--- src/rtl/imm_ext_pipe.sv ---
// Immediate extension stage with valid/ready handshake on both sides.
// Define IMM_EXT_SKID_EN to get a 2-entry skid buffer with a registered in_ready.
module imm_ext_pipe #(
    parameter int unsigned IN_W  = 16,
    parameter int unsigned OUT_W = 32
) (
    input  logic             clk,
    input  logic             reset_n,
    input  logic             in_valid,
    output logic             in_ready,
    input  logic [IN_W-1:0]  in_imm,
    input  logic [1:0]       in_mode,
    output logic             out_valid,
    input  logic             out_ready,
    output logic [OUT_W-1:0] out_data,
    output logic             out_neg
);

    typedef enum logic [1:0] {
        MODE_SEXT   = 2'b00,
        MODE_ZEXT   = 2'b01,
        MODE_UPPER  = 2'b10,
        MODE_BRANCH = 2'b11
    } mode_e;

    logic [OUT_W-1:0] sext;
    logic [OUT_W-1:0] ext;
    logic             in_fire;

    always_comb begin
        sext = {{(OUT_W-IN_W){in_imm[IN_W-1]}}, in_imm};
        ext  = sext;
        case (mode_e'(in_mode))
            MODE_SEXT:   ext = sext;
            MODE_ZEXT:   ext = {{(OUT_W-IN_W){1'b0}}, in_imm};
            MODE_UPPER:  ext = {in_imm, {(OUT_W-IN_W){1'b0}}};
            MODE_BRANCH: ext = sext << 2;
            default:     ext = sext;
        endcase
    end

    assign in_fire = in_valid && in_ready;

`ifdef IMM_EXT_SKID_EN
    logic             skid_valid;
    logic [OUT_W-1:0] skid_data;
    logic             skid_neg;

    // in_ready is just the skid-empty flag, held low while reset is asserted.
    assign in_ready = reset_n && !skid_valid;

    always_ff @(posedge clk or negedge reset_n) begin
        if (!reset_n) begin
            out_valid  <= 1'b0;
            out_data   <= '0;
            out_neg    <= 1'b0;
            skid_valid <= 1'b0;
            skid_data  <= '0;
            skid_neg   <= 1'b0;
        end else if (!out_valid || out_ready) begin
            // Skid entry is always older than anything on the input.
            if (skid_valid) begin
                out_valid  <= 1'b1;
                out_data   <= skid_data;
                out_neg    <= skid_neg;
                skid_valid <= 1'b0;
            end else begin
                out_valid <= in_fire;
                if (in_fire) begin
                    out_data <= ext;
                    out_neg  <= in_imm[IN_W-1];
                end
            end
        end else if (in_fire) begin
            skid_valid <= 1'b1;
            skid_data  <= ext;
            skid_neg   <= in_imm[IN_W-1];
        end
    end
`else
    assign in_ready = reset_n && (!out_valid || out_ready);

    always_ff @(posedge clk or negedge reset_n) begin
        if (!reset_n) begin
            out_valid <= 1'b0;
            out_data  <= '0;
            out_neg   <= 1'b0;
        end else if (!out_valid || out_ready) begin
            out_valid <= in_fire;
            if (in_fire) begin
                out_data <= ext;
                out_neg  <= in_imm[IN_W-1];
            end
        end
    end
`endif

endmodule
--- config.mk ---
export PLATFORM = sky130hd
export DESIGN_NAME = imm_ext_pipe
export DESIGN_NICKNAME = d
export VERILOG_FILES = /design/src/rtl/imm_ext_pipe.sv
export SDC_FILE = /design/constraint.sdc
export NUM_CORES = 1
export LEC_CHECK = 0
export CAP_MARGIN = 30
export CORE_MARGIN = 2
export CORE_UTILIZATION = 45
export DETAILED_ROUTE_END_ITERATION = 6
export PLACE_DENSITY = 0.83
export SLEW_MARGIN = 5
export SYNTH_ARGS = -nofsm -noshare
export SYNTH_HDL_FRONTEND = slang
export SYNTH_SLANG_ARGS = --single-unit
--- constraint.sdc ---
create_clock -name clk -period 2 [get_ports clk]
set_clock_uncertainty 0.1 [all_clocks]
set_input_delay 0.5 -clock clk [delete_from_list [all_inputs] [get_ports clk]]
set_output_delay 0.5 -clock clk [all_outputs]
set_load 0.01 [all_outputs]
# Word-level counts from Yosys, hierarchy flattened
# Index checks and enable logic that the tools add are counted.
[classes] n_addsub=0 multipliers=0 n_div=0 order_cmp=0 n_eq_ne=3 shift=0 mux=1 n_bitwise=0 n_reduce_logical=6
[op_table] operator="one-hot mux 32 bit (4 select lines)" count=1
[op_table] operator="== test 2 bit, second input constant" count=2
[op_table] operator="== test 2 x 1 -> 1 bit, second input constant" count=1
[op_table] operator="logical AND 1 bit" count=2
[op_table] operator="zero test 2 bit" count=1
[op_table] operator="AND reduction 2 bit" count=1
[op_table] operator="zero test 1 bit" count=1
[op_table] operator="logical OR 1 bit" count=1
[word_totals] reg_bits=34 latchBits=0 ram_bits=0 rom_bits=0 in_bits=22 out_inout_bits=35 elab_cells=13 mem_count=0

# Longest topological paths before layout
# Gate-level depths: netlist (run 1).
[depth] depth_word=5 ltp_mapped=5 ltp_nobuf=3

# Worst setup path before layout (run 1)
# OpenSTA, ideal clock, no wires.
[synth_timing] path_type="input port to flip-flop" start="input port out_ready" end="register out_data[12]" setup_ns=0.125 t_arrival_ns=1.331 required_time_ns=1.775 path_slack_ns=0.444 stages=4 n_path_buf=1 path_cell_list="and2b_4 nor2_4 buf_4 mux2_2"
[synth_via] elab_chain_len=4
[synth_lines] element="from (decl)" line_no="14" text="input logic out_ready,"
[synth_lines] element="logical OR 1 bit (*)" line_no="81, 88"
[synth_lines] element="logical AND 1 bit" line_no="81" text="assign in_ready = reset_n && (!out_valid || out_ready);"
[synth_lines] element="logical AND 1 bit" line_no="42" text="assign in_fire = in_valid && in_ready;"
[synth_lines] element="AND reduction 2 bit (no source line) (*)"
[synth_lines] element="to (signal assigned)" line_no="91" text="out_data <= ext;"
[synth_lines] element="to (decl)" line_no="15" text="output logic [OUT_W-1:0] out_data,"
# Mark *: on every way between the ends. The rest lies on a longest branch, timed or not.
# A chain may end at the register's enable or synchronous reset.

# Final worst setup path (run 1)
[layout_timing] start="input port reset_n" end="output port in_ready"
[layout_via] elab_chain_len=1
[layout_lines] element="from (decl)" line_no="8" text="input logic reset_n,"
[layout_lines] element="logical AND 1 bit" line_no="81"
[layout_lines] element="to (decl)" line_no="10" text="output logic in_ready,"
# No other way between the ends.

==> flow_metrics.tcl, run 1 <==
set metrics [dict create \
    drt-total-wl_um 4305 \
    rows 22 \
    synthTopCellsByCount "34 x dfrtp_1, 16 x o21ai_0, 15 x a2bb2oi_1, 15 x mux2_2, 10 x a22o_1" \
    yosysUniqueCellTypes 28 \
    combPwrFrac 0.320 \
    cp_slowest_cell "clkdlybuf4s50_1" \
    intPower_mw 1.498 \
    clkPwrFrac 0.251 \
    place.gp.congestion 0.8735 \
    insertion_delay_ns 0.29 \
    hold_start "out_data[14]" \
    antenna_found_initial 0 \
    yosysMostFrequentCell "dfrtp_1" \
    setup.worst_path.start_class "input pin" \
    placed_cells 243 \
    avgSynthCellArea_um2 12.28 \
    dieHeight_um 65.36 \
    io_buffer_count 56 \
    drive_above_1_share 0.2732 \
    initialDrtViolationCount 65 \
    powerDensity_mw_per_mm2 833.7 \
    area_delta_synth_final_pct 45.27 \
    final_max_slew_viol_count 0 \
    async_flop_share 1.000 \
    whs_ns 0.4133 \
    io_pins 57 \
    grt_pass1_wl_um 6906 \
    via_count 1378 \
    leakagePower_nw 1.050 \
    netlist_area_mm2 0.001694 \
    status "finished, final reports clean" \
    via_per_inst 5.447 \
    rsz0062_at_grt "false" \
    startpoint "reset_n" \
    synthFlopType "dfrtp_1" \
    arrival_ns 1.34 \
    synth_warnings 0 \
    place_ws_ns -0.3264 \
    cts_tree "yes" \
    cp.required_ns 1.40 \
    grt_max_degree 21 \
    clock.fmax_mhz 515.3 \
    grt_pass1_vias 1450 \
    clkTransAtPathRegs_ns 0.07 \
    ys_ff_latch 34 \
    syn_nets 160 \
    clockBufferDepth 2 \
    worstMarginPinSlew_ns 0.3322 \
    synth.area.top_cells "dfrtp_1 50%, mux2_2 10%, a2bb2oi_1 7.8%, a22o_1 5.2%, o21ai_0 4.7%" \
    p_sw_frac 0.2702 \
    die_area_mm2 0.004271 \
    synth-edff-count 0 \
    dp_hpwl_um 3205 \
    peakVddDrop_v 0.0004769 \
    switching_power_uw 554.3 \
    initial_core_util 0.4663 \
    crit_chain "clkdlybuf4s50_1 > and2_1 > buf_2" \
    crit_fanout 3 \
    fin_nets 226 \
    maxCapViolations 0 \
    min_period_ns 1.941 \
    insertedDiodeCount 0 \
    setup_violations 0 \
    yosysTopAreaCellShare 0.5022 \
    die_x_um 65.36 \
    ys_seq_area_frac 0.5022 \
    worst-path-buf-inv 2 \
    worstReg2RegStart "out_valid" \
    ant_nets 0 \
    cts_root_buf "clkbuf_8" \
    gr-total-overflow 0 \
    cts_hold_buffers 0 \
    critical_path.top_delay_family "buffers and inverters" \
    cts_max_level 2 \
    finalHoldViolCount 0 \
    synth.largest_area_cell "dfrtp_1" \
    crit_type "input pin to primary output" \
    netlist_instances 138 \
    placed_area_mm2 0.002345 \
    finalWorstSetupSlack_ns 0.05949 \
    finalInstanceArea_mm2 0.002461 \
    firstDrtPassIters 4 \
    clock_sink_count 34 \
    fin_cells 253 \
    power_mw 2.052 \
    core_mm2 0.003633 \
    regToRegSetupSlack_ns 0.50 \
    pwr-share-seq 0.430 \
    hold_path_end "out_data[14]" \
    track_usage 0.2202 \
    holdPathStages 1 \
    critPathCaptureType "primary output" \
    rr_endpoint "out_neg" \
    worstHoldPathType "register to register" \
    finalCritPeriodShare 0.9703 \
    worst-r2r-cell-count 4 \
    fill_cells 278 \
    drc_errors 0 \
    slowest_delay_ns 0.57 \
    wl_per_cell_um 17.02 \
    slew_headroom 0.7756 \
    cts_buffers 5 \
]
## worst max-delay path by stage
stage               slack (ns)           end  cells after the start
floorplan                 0.44  out_data[12]                      4
detailed placement       -0.33      in_ready                      4
global placement         -0.32      in_ready                      4
CTS                       0.04  out_data[10]                      6
global route              0.02      in_ready                      4
finish                    0.06      in_ready                      3
## layout make-up
| cell class | instances | area (um2) | area share |
|---|---|---|---|
| clock buffer | 7 | 86.33 | 0.03508 |
| tap | 48 | 60.06 | 0.02440 |
| sequential | 34 | 850.8 | 0.3457 |
| multi-input combinational | 90 | 754.5 | 0.3066 |
| clock inverter | 1 | 5.005 | 0.002034 |
| timing repair buffer | 70 | 693.2 | 0.2816 |
| inverter | 3 | 11.26 | 0.004575 |
## metrics by stage
stage	setup TNS, ns	utilization
2_1_floorplan	0	-
3_3_place_gp	-9.127	0.6453
3_5_place_dp	-9.215	0.6453
4_1_cts	0	0.6701
5_1_grt	0	0.6773
6_report	0	0.6773
## flip-flops by register name, summed over array words and instances (netlist names)
signal and count:
out_neg 1, out_valid 1, out_data 32
## cell families (layout without fill, tap and decap cells)
| group | after synthesis | count (layout) | share of synthesized area |
|---|---|---|---|
| AO/OA/AOI/OAI | 48 | 48 | 0.2149 |
| buffers and inverters | 14 | 81 | 0.05686 |
| flip-flops | 34 | 34 | 0.5022 |
| multiplexers | 17 | 17 | 0.1174 |
| AND/OR/NAND/NOR | 25 | 25 | 0.1086 |
## worst register-to-register path: stages, from the launching register on
cell and delay, ns:
dfrtp_1 0.42, and2b_4 0.20, nor2_4 0.17, buf_12 0.16
mux2_2 0.33
## power by group through the flow
stage / logic (mW) / registers, mW / clock network [mW]
2_1_floorplan: 0.222 / 0.943 / 0
3_3_place_gp: 0.635 / 0.887 / 0
3_5_place_dp: 0.652 / 0.892 / 0
4_1_cts: 0.655 / 0.883 / 0.527
5_1_grt: 0.700 / 0.897 / 0.569
6_report: 0.656 / 0.882 / 0.514
## placed cells by master, fill, tap and decap left out
| cell | netlist | final |
|---|---|---|
| nor2b_1 | 9 | 9 |
| nand2b_4 | 0 | 1 |
| buf_2 | 1 | 1 |
| inv_2 | 1 | 1 |
| mux2_2 | 15 | 15 |
| clkbuf_1 | 1 | 1 |
| o21ai_0 | 16 | 16 |
| o41ai_1 | 2 | 2 |
| a22o_1 | 10 | 10 |
| and2_2 | 1 | 1 |
| mux2_4 | 2 | 2 |
| dfrtp_1 | 34 | 34 |
| clkinv_2 | 0 | 1 |
| nor2_4 | 1 | 1 |
| and2_1 | 1 | 1 |
| nor3b_2 | 1 | 1 |
| buf_8 | 0 | 1 |
| a2bb2oi_1 | 15 | 15 |
| nand2_1 | 3 | 3 |
| a22o_2 | 4 | 4 |
| and2_4 | 1 | 1 |
| a21boi_0 | 1 | 1 |
| and2b_2 | 5 | 5 |
| clkdlybuf4s50_1 | 0 | 55 |
| and2b_4 | 1 | 1 |
| nor3_2 | 1 | 1 |
| clkbuf_8 | 0 | 6 |
| inv_1 | 2 | 2 |
| buf_4 | 3 | 11 |
| buf_12 | 0 | 2 |
## metal layers
metal | vias up | global-route usage | share of wire
li1 | 640 | - | -
met1 | 672 | 0.2623 | 0.41
met2 | 54 | 0.3533 | 0.51
met3 | 12 | 0.05308 | 0.056
met4 | 0 | 0.1458 | 0.030
met5 | - | 0 | 0
## repair_timing
action / in CTS / in global routing
buffers inserted: 0 / 2
pin swaps: 0 / 0
setup endpoints to repair: 5 / 30
resized for setup: 5 / 2
Note: power is estimated with default switching activity, not from simulation.
==> inputs of run 2 (changes only) <==
--- a/config.mk
+++ b/config.mk
@@ -7,9 +7,10 @@
 export LEC_CHECK = 0
 export CAP_MARGIN = 30
 export CORE_MARGIN = 2
-export CORE_UTILIZATION = 45
+export CORE_UTILIZATION = 56
 export DETAILED_ROUTE_END_ITERATION = 6
-export PLACE_DENSITY = 0.83
+export DONT_BUFFER_PORTS = 1
+export PLACE_DENSITY = 0.78
 export SLEW_MARGIN = 5
 export SYNTH_ARGS = -nofsm -noshare
 export SYNTH_HDL_FRONTEND = slang
==> constraint.sdc (replaced) <==
create_clock -name clk -period 1.55 [get_ports clk]
set_clock_uncertainty 0.1 [all_clocks]
set_input_delay 0.3875 -clock clk [delete_from_list [all_inputs] [get_ports clk]]
set_output_delay 0.3875 -clock clk [all_outputs]
set_load 0.01 [all_outputs]
==> flow_metrics.tcl, run 2 (synthesis results as in run 1) <==
set metrics [dict create \
    fill_cells 218 \
    grt_pass1_vias 1211 \
    finalHoldViolCount 0 \
    crit_type "register to primary output" \
    worstHoldPathType "input pin to register" \
    setup_violations 14 \
    slew_headroom 0.7785 \
    io_pins 57 \
    maxCapViolations 0 \
    grt_pass1_wl_um 6458 \
    place_ws_ns 0.07123 \
    critPathCaptureType "primary output" \
    antenna_found_initial 0 \
    mostFrequentLayoutCells "34 x dfrtp_1, 16 x o21ai_0, 16 x mux2_4, 15 x a2bb2oi_1, 10 x a22o_1" \
    powerDensity_mw_per_mm2 1136 \
    fin_nets 169 \
    worstMarginPinSlew_ns 0.3279 \
    clockBufferDepth 2 \
    ant_nets 0 \
    final_core_util 0.6802 \
    cts_tree "yes" \
    rows 19 \
    cts_root_buf "clkbuf_4" \
    wl_per_cell_um 22.40 \
    track_usage 0.2588 \
    finalCritPeriodShare 1.015 \
    final_max_slew_viol_count 0 \
    initialDrtViolationCount 62 \
    via_per_inst 6.575 \
    firstDrtPassIters 4 \
    grt_max_degree 35 \
    crit_chain "buf_6 > nand2b_4 > and2_4" \
    cts_buffers 5 \
    insertion_delay_ns 0.34 \
    initial_core_util 0.6039 \
    dieHeight_um 59 \
    slowest_delay_ns 0.41 \
    insertedDiodeCount 0 \
    die_area_mm2 0.003481 \
    peakVddDrop_v 0.0007610 \
    clock_sink_count 34 \
    core_mm2 0.002805 \
    rsz0062_at_grt "true" \
    drive_above_1_share 0.3649 \
    cp_slowest_cell "dfrtp_1" \
    status "finished, violations left" \
    clkTransAtPathRegs_ns 0.10 \
    finalWorstSetupSlack_ns -0.02386 \
    clock.fmax_mhz 635.4 \
    failed_checks "setup timing" \
    drt-total-wl_um 4010 \
    final_common_cell "dfrtp_1" \
    setup.worst_path.start_class "register" \
    leakagePower_nw 0.8619 \
    via_count 1177 \
    crit_fanout 2 \
    dp_hpwl_um 2603 \
    top_register "out_data" \
    die_x_um 59 \
    largest_reg_flops 32 \
    area_delta_synth_final_pct 12.63 \
    top_regs "out_data x32, out_neg x1, out_valid x1" \
    io_buffer_count 0 \
    cts_max_level 2 \
    min_period_ns 1.574 \
    gr-total-overflow 0 \
    drc_errors 0 \
    place.gp.congestion 0.8108 \
    arrival_ns 1.09 \
    cp.required_ns 1.06 \
]
-- run 2: power by group --
group	switching, mW	total [mW]	leakage (nW)	internal, mW
Clock	0.300	0.520	0.0353	0.220
Sequential	0.194	1.24	0.408	1.04
Combinational	0.147	0.410	0.418	0.263
-- run 2: final timing paths --
path / depth (start not counted) / slack, ns / end / start
max: 3 / -0.02 / in_ready / out_valid
min: 1 / 0.03 / out_data[0] / in_mode[1]
max reg2reg: 5 / -0.02 / out_data[9] / out_valid
min reg2reg: 1 / 0.49 / out_data[3] / out_data[3]
max in group asynchronous: 2 / 0.80 / out_data[0] / reset_n
min in group asynchronous: 2 / 0.38 / out_data[27] / reset_n
-- run 2: per-layer routing --
layer	wire length (um)	track usage
met5	0	0
met4	70	0.09416
met3	467	0.1397
met2	1824	0.3794
met1	1649	0.3242
-- run 2: through the flow --
step           total power [mW]  setup TNS, ns  cells  hold WS, ns  instance area, um2
4_1_cts                   2.204        -0.5833    182      0.01635                1973
5_1_grt                   2.277         -1.454    179     0.003890                1908
3_3_place_gp              1.550              0    163    -0.007073                1698
2_1_floorplan             1.502              0    138    -0.008091                1694
6_report                  2.168        -0.1314    179      0.02879                1908
3_5_place_dp              1.568              0    163    -0.007133                1698
-- run 2: critical path, delay by kind of cell (launching register included) --
family / cells / cell delay (ns)
AND/OR/NAND/NOR: 2 / 0.20
flip-flops: 1 / 0.41
buffers and inverters: 1 / 0.14
-- run 2: final cells by class --
class / instances / area [um2] / area share
Clock buffer: 7 / 55.05 / 0.02885
Clock inverter: 1 / 5.005 / 0.002623
Inverter: 3 / 11.26 / 0.005902
Multi-Input combinational cell: 90 / 815.8 / 0.4275
Sequential cell: 34 / 850.8 / 0.4459
Tap cell: 31 / 38.79 / 0.02033
Timing Repair Buffer: 13 / 131.4 / 0.06885
-- run 2: what timing repair did --
item                                   CTS  global route
setup endpoints to repair                1            32
cloned                                   2             0
resized for setup                       22             2
pin swaps                                2             1
hold buffers                             2             0
buffers inserted                         7             0
endpoints found under the hold margin   34             0
